File: config.mk
export PLATFORM = sky130hd
export DESIGN_NAME = fetch_unit
export DESIGN_NICKNAME = d
export VERILOG_FILES = /design/src/rtl/fetch_unit_pkg.sv /design/src/rtl/fetch_buffer.sv /design/src/rtl/fetch_unit.sv
export SDC_FILE = /design/constraint.sdc
export NUM_CORES = 1
export LEC_CHECK = 0
export CAP_MARGIN = 20
export CORE_MARGIN = 2
export CORE_UTILIZATION = 56
export DETAILED_ROUTE_END_ITERATION = 12
export GPL_ROUTABILITY_DRIVEN = 0
export PLACE_DENSITY = 0.86
export SLEW_MARGIN = 20
export SYNTH_ARGS = -nofsm -noshare
export SYNTH_HDL_FRONTEND = slang
export SYNTH_SLANG_ARGS = --single-unit
export TNS_END_PERCENT = 10
File: constraint.sdc
create_clock -name clk -period 14.1 [get_ports clk]
set_input_delay 2.82 -clock clk [delete_from_list [all_inputs] [get_ports clk]]
set_output_delay 2.82 -clock clk [all_outputs]
set_load 0.01 [all_outputs]
File: src/rtl/fetch_unit_pkg.sv
// Shared constants, slot type and helpers for the instruction fetch stage.
package fetch_unit_pkg;

    localparam logic [31:0] INST_NOP        = 32'h0000_0013;
    localparam int          FETCH_BUF_DEPTH = 2;

    // One instruction buffer entry: allocated at request accept, filled at response.
    typedef struct packed {
        logic        used;
        logic        filled;
        logic [31:0] pc;
        logic [31:0] data;
    } fetch_slot_t;

    function automatic logic [31:0] align_word(input logic [31:0] addr);
        return {addr[31:2], 2'b00};
    endfunction

endpackage

File: src/rtl/fetch_buffer.sv
// Two-entry in-order instruction buffer. Slots are allocated when a request is
// accepted, filled by responses in the same order, and read out from the head.
module fetch_buffer
    import fetch_unit_pkg::*;
(
    input  logic        clk,
    input  logic        rst,
    input  logic        alloc,
    input  logic [31:0] alloc_pc,
    input  logic        fill,
    input  logic [31:0] fill_data,
    input  logic        pop,
    input  logic        flush,
    output logic        head_valid,
    output logic [31:0] head_pc,
    output logic [31:0] head_data,
    output logic [1:0]  occupancy
);

    fetch_slot_t slots [FETCH_BUF_DEPTH];
    logic        alloc_ptr;
    logic        fill_ptr;
    logic        rd_ptr;
    logic [1:0]  count;
    logic        pop_ok;
    logic        fill_ok;

    assign head_valid = slots[rd_ptr].used && slots[rd_ptr].filled;
    assign head_pc    = slots[rd_ptr].pc;
    assign head_data  = slots[rd_ptr].data;
    assign occupancy  = count;
    assign pop_ok     = pop && head_valid;
    // A fill only lands on an allocated slot that is still waiting for data.
    assign fill_ok    = fill && slots[fill_ptr].used && !slots[fill_ptr].filled;

    // Ring update. When full, a pop and an alloc hit the same slot; the alloc
    // is written last so it wins.
    always_ff @(posedge clk or posedge rst) begin
        if (rst) begin
            for (int i = 0; i < FETCH_BUF_DEPTH; i++) begin
                slots[i] <= '0;
            end
            alloc_ptr <= 1'b0;
            fill_ptr  <= 1'b0;
            rd_ptr    <= 1'b0;
            count     <= 2'd0;
        end else if (flush) begin
            for (int i = 0; i < FETCH_BUF_DEPTH; i++) begin
                slots[i].used   <= 1'b0;
                slots[i].filled <= 1'b0;
            end
            alloc_ptr <= 1'b0;
            fill_ptr  <= 1'b0;
            rd_ptr    <= 1'b0;
            count     <= 2'd0;
        end else begin
            if (pop_ok) begin
                slots[rd_ptr].used   <= 1'b0;
                slots[rd_ptr].filled <= 1'b0;
                rd_ptr               <= ~rd_ptr;
            end
            if (fill_ok) begin
                slots[fill_ptr].filled <= 1'b1;
                slots[fill_ptr].data   <= fill_data;
                fill_ptr               <= ~fill_ptr;
            end
            if (alloc) begin
                slots[alloc_ptr] <= '{used: 1'b1, filled: 1'b0, pc: alloc_pc, data: 32'h0};
                alloc_ptr        <= ~alloc_ptr;
            end
            count <= count + {1'b0, alloc} - {1'b0, pop_ok};
        end
    end

endmodule

File: src/rtl/fetch_unit.sv
// Instruction fetch stage: owns the PC, issues word-aligned reads, tracks
// in-flight responses and discards the stale ones left behind by a redirect.
module fetch_unit
    import fetch_unit_pkg::*;
#(
    parameter logic [31:0] RESET_PC = 32'h0000_0000
) (
    input  logic        clk,
    input  logic        rst,
    output logic        imem_req_valid,
    input  logic        imem_req_ready,
    output logic [31:0] imem_req_addr,
    input  logic        imem_resp_valid,
    input  logic [31:0] imem_resp_data,
    input  logic        redirect_valid,
    input  logic [31:0] redirect_pc,
    output logic        inst_valid,
    input  logic        inst_ready,
    output logic [31:0] inst_encoding,
    output logic [31:0] inst_pc
);

    localparam logic [31:0] START_PC = align_word(RESET_PC);

    logic [31:0] pc;
    logic [1:0]  outstanding;
    logic [1:0]  outstanding_next;
    logic [1:0]  drop_cnt;
    logic [1:0]  occupancy;
    logic [2:0]  committed;
    logic        head_valid;
    logic [31:0] head_pc;
    logic [31:0] head_data;
    logic        pop;
    logic        req_accept;
    logic        resp_take;
    logic        fill;

    assign pop = head_valid && inst_ready;

    // A slot popped this cycle counts as free, so a one-cycle memory keeps a
    // steady one instruction per cycle. Stale in-flight reads still hold space.
    assign committed      = {1'b0, occupancy} + {1'b0, drop_cnt} - {2'b00, pop};
    assign imem_req_valid = !rst && (committed < 3'd2);
    assign imem_req_addr  = pc;
    assign req_accept     = imem_req_valid && imem_req_ready;

    // Responses with nothing outstanding are protocol errors and are ignored.
    assign resp_take        = imem_resp_valid && (outstanding != 2'd0);
    assign fill             = resp_take && (drop_cnt == 2'd0);
    assign outstanding_next = outstanding + {1'b0, req_accept} - {1'b0, resp_take};

    assign inst_valid    = head_valid;
    assign inst_encoding = head_valid ? head_data : INST_NOP;
    assign inst_pc       = head_valid ? head_pc : 32'h0;

    fetch_buffer u_buffer (
        .clk        (clk),
        .rst        (rst),
        .alloc      (req_accept),
        .alloc_pc   (pc),
        .fill       (fill),
        .fill_data  (imem_resp_data),
        .pop        (pop),
        .flush      (redirect_valid),
        .head_valid (head_valid),
        .head_pc    (head_pc),
        .head_data  (head_data),
        .occupancy  (occupancy)
    );

    // PC, in-flight count and drop count; a redirect turns every read still in
    // flight after this cycle into one to be discarded.
    always_ff @(posedge clk or posedge rst) begin
        if (rst) begin
            pc          <= START_PC;
            outstanding <= 2'd0;
            drop_cnt    <= 2'd0;
        end else begin
            outstanding <= outstanding_next;
            if (redirect_valid) begin
                pc       <= align_word(redirect_pc);
                drop_cnt <= outstanding_next;
            end else begin
                if (req_accept) begin
                    pc <= pc + 32'd4;
                end
                if (resp_take && (drop_cnt != 2'd0)) begin
                    drop_cnt <= drop_cnt - 2'd1;
                end
            end
        end
    end

endmodule

==> summary.md <==
| Metric | Value |
|---|---|
| Outcome | completed |
| HPWL after DPL | 13.1 mm |
| Routed Antenna Nets | 0 |
| ANT cells | 0 |
| WHS | 0.488 ns |
| Tcrit/Tclk final | 0.598 |
| Clock Tree Root | clkbuf_16 |
| Clk_skew | 0.00751 ns |
| Main combinational cell family by area after synthesis | compound AO/OA/AOI/OAI gates |
| Max IR drop VDD | approximately 110 uV |
| CP required | between 10 and 15 ns |
| Rows | 44 |
| Worst hold path class | reg2reg |
| FF+latch area | 4230 um^2 |
| Share of cells above drive strength 1 | 0.124 |
| Synth warnings | 0 |
| Post-synthesis cell type count | 55 |
| Routed WL per cell | about 19 um |
| Pre-CTS setup slack | 5.73 ns |
| Die footprint | 15500 um^2 |
| Post-synthesis mux area share | 0.124 |
| Pwr/cell area | 136 nW/um^2 |
| Post-synth top flop | dfrtp_1 |
| DR DRC count | 0 |
| Leak Pwr | between 4 and 5 nW |
| GRT overflow | 0 |
| Nets | 976 |
| Worst Tran Pin Value | 0.980 ns |
| TritonCTS clock tree | built |
| Final setup fails | 0 |
| Critical Path Fanout Max | 5 |
| Post-placement cell area | 9880 um^2 |
| Max Slew Vio Count | 0 |
| I/O pin count | 168 |
| Worst-path clk slew | about 0.060 ns |
| Core area | 14400 um^2 |
| Die width | 124 um |
| Setup bufs post-CTS | 0 |
| Fin worst setup slack | 5.67 ns |
| Synth Area in Adders | 0.0148 |
| DRT Pass-1 Iters | 5 |
| Gr usage total | 0.271 |
| Filler cells | approximately 1000 |
| Synth Area in Simple Gates | 0.115 |
| Final hold violations | 0 |
| Worst Setup Start Kind | input port |
| Synth Area in XOR/XNOR | 0.0140 |
| Total number of vias | 6643 |
| First-pass GRT wire length | 34.1 mm |
| # H-tree levels | 4 |
| Hold Buf Count CTS | 0 |
| Critical path arrival | 5.61 ns |
| Number of DRC markers in iteration 0 | 604 |
| Total negative slack | 0 ns |
| Type of the worst setup path | in2out |
| Post_cts resized | 0 |
| Port bufs | 163 |
| Fin crit period | 8.43 ns |
| Syn Inst Count | 758 |
| Mapped Avg Cell Area | approximately 11 um^2 |
| Worst rel slew slack | 0.345 |
| Area Growth Syn to Fin | 28.9% |
| Starting density of the core | 0.566 |
| Post-route cell area | roughly 10000 um^2 |
| Total of max-cap violations | 0 |
| Antenna violations before repair | 0 |
| Number of flops mapped to enable cells by yosys | 0 |
| Final wirelength | 20.8 mm |
| Vias in the first global route | 6731 |
| Largest net degree at the start of global routing | 89 |
| Cts bufs inserted | 17 |
| CTS Sinks | 169 |
| CP Capture Type | output pin |
| F_max | 0.119 GHz |
| Clk_lat worst skew | 0.43 ns |
| Seq cells post-synth | 169 |
| Die Y | approximately 120 um |
| Drt via density | between 6 and 7 |
| Area of the mapped netlist | 8130 um^2 |
| Area of the multi-input gates | 3520 um^2 |
| Sequential-to-total area share from yosys stat | 0.520 |
| Clock buffer depth | 2 |
| Unrepaired setup endpoints after global routing | no |
| Async S/R FF share, synth | 1.00 |
| Synth Area in Compound Gates | 0.161 |
## kinds of logic (layout without fill, tap and decap cells)
group / after synthesis / count (layout)
AND/OR/NAND/NOR: 179 / 179
AO/OA/AOI/OAI: 192 / 192
other: 1 / 2
XOR/XNOR: 13 / 13
buffers and inverters: 102 / 252
adder cells (fa/ha/maj): 9 / 9
multiplexers: 93 / 93
flip-flops: 169 / 169
## layout by cell type, fill, tap and decap left out, drive strengths merged, types with 2 or more instances in the layout
cell / n
mux2: 60
bufinv: 2
nand3: 13
o211ai: 4
nand2: 30
a22o: 64
nor2: 62
a221oi: 2
buf: 13
clkbuf: 20
nand3b: 2
nand4: 9
o21a: 3
conb: 2
clkinv: 3
mux2i: 33
nand2b: 3
a21oi: 62
and4: 3
or3: 6
o31ai: 13
xnor2: 10
clkinvlp: 5
or4: 21
nor3: 7
o21ai: 19
a31oi: 17
clkdlybuf4s50: 163
inv: 46
or4b: 2
and3b: 2
xor2: 3
nor2b: 6
dfrtp: 169
nor4: 3
and3: 5
ha: 8
## power by group
group	total [mW]	internal [mW]	leakage, nW	switching, mW
clock network	0.465	0.273	0.276	0.192
registers	0.673	0.597	2.21	0.0766
logic	0.288	0.160	1.89	0.127
## metrics by stage
| step | std cells | utilization | power, mW |
|---|---|---|---|
| after global routing | 1093 | 0.729 | 1.50 |
| after CTS | 1093 | 0.729 | 1.43 |
| after global placement | 1062 | 0.688 | 0.948 |
| after floorplan | 759 | - | 0.863 |
| after detailed placement | 1062 | 0.688 | 0.965 |
| final | 1093 | 0.729 | 1.43 |
## state kept, by name, summed over array words and instances (netlist names)
signal and count:
u_buffer.fill_ptr 1, drop_cnt 2, outstanding 2, imem_req_addr 30, u_buffer.alloc_ptr 1, u_buffer.occupancy 2
u_buffer.slots 130, u_buffer.rd_ptr 1
## worst max-delay path, cell delays in order
cell and delay, ns:
clkdlybuf4s50_1 0.54, nor2b_1 0.25, ha_1 0.28, inv_1 0.10, nand2_1 0.07, fa_1 0.41
xor2_1 0.34, and3_1 0.21, clkdlybuf4s50_1 0.58
## layout make-up
| cell class | count | area share |
|---|---|---|
| multi-input combinational | 488 | 0.336 |
| tap | 184 | 0.0220 |
| clock buffer | 20 | 0.0446 |
| clock inverter | 11 | 0.0116 |
| inverter | 45 | 0.0166 |
| timing repair buffer | 176 | 0.165 |
| sequential | 169 | 0.404 |
## path summary, 6_finish.rpt
| check | end | startpoint | cells after the start | slack (ns) |
|---|---|---|---|---|
| setup / recovery | imem_req_valid | inst_ready | 9 | 5.67 |
| hold / removal | u_buffer.slots[56] | u_buffer.slots[56] | 1 | 0.49 |
| setup reg to reg | imem_req_addr[27] | u_buffer.rd_ptr | 13 | 8.76 |
| hold reg to reg | u_buffer.slots[56] | u_buffer.slots[56] | 1 | 0.49 |
| max in group asynchronous | imem_req_addr[31] | rst | 3 | 9.92 |
| min in group asynchronous | u_buffer.slots[39] | rst | 2 | 2.97 |
## cells in the mapped netlist (2+ instances only)
master / count / area (um^2)
dfrtp_1: 169 / 4230
ha_1: 8 / 100
nor4_1: 2 / 12.5
nand3b_1: 2 / 15.0
o21a_1: 3 / 22.5
mux2i_1: 33 / 330
mux2_2: 56 / 631
nor2_1: 62 / 233
mux2_1: 4 / 45.0
buf_1: 3 / 11.3
a31oi_1: 17 / 106
a22o_1: 64 / 561
nor3_1: 7 / 35.0
o21ai_0: 17 / 85.1
buf_2: 9 / 45.0
nand4_1: 8 / 50.1
inv_1: 44 / 165
and4_1: 3 / 26.3
nand3_1: 13 / 65.1
buf_4: 4 / 30.0
or4_1: 21 / 158
xnor2_1: 10 / 87.6
nand2b_1: 3 / 18.8
clkbuf_1: 41 / 154
and3b_1: 2 / 17.5
o211ai_1: 4 / 30.0
a21oi_1: 62 / 310
nor2b_1: 6 / 37.5
xor2_1: 3 / 26.3
or3_1: 6 / 37.5
a221oi_1: 2 / 17.5
and3_1: 5 / 31.3
o31ai_1: 13 / 97.6
nand2_1: 30 / 113
o21ai_1: 2 / 10.0
## per-layer routing
layer	global-route usage	vias up	wire (um)
met2	0.426	258	9920
met1	0.375	3323	9160
met3	0.0610	41	1260
met5	0	-	0
li1	-	3021	-
met4	0.0932	0	451
No activity file was read; power rests on OpenSTA's default activity.
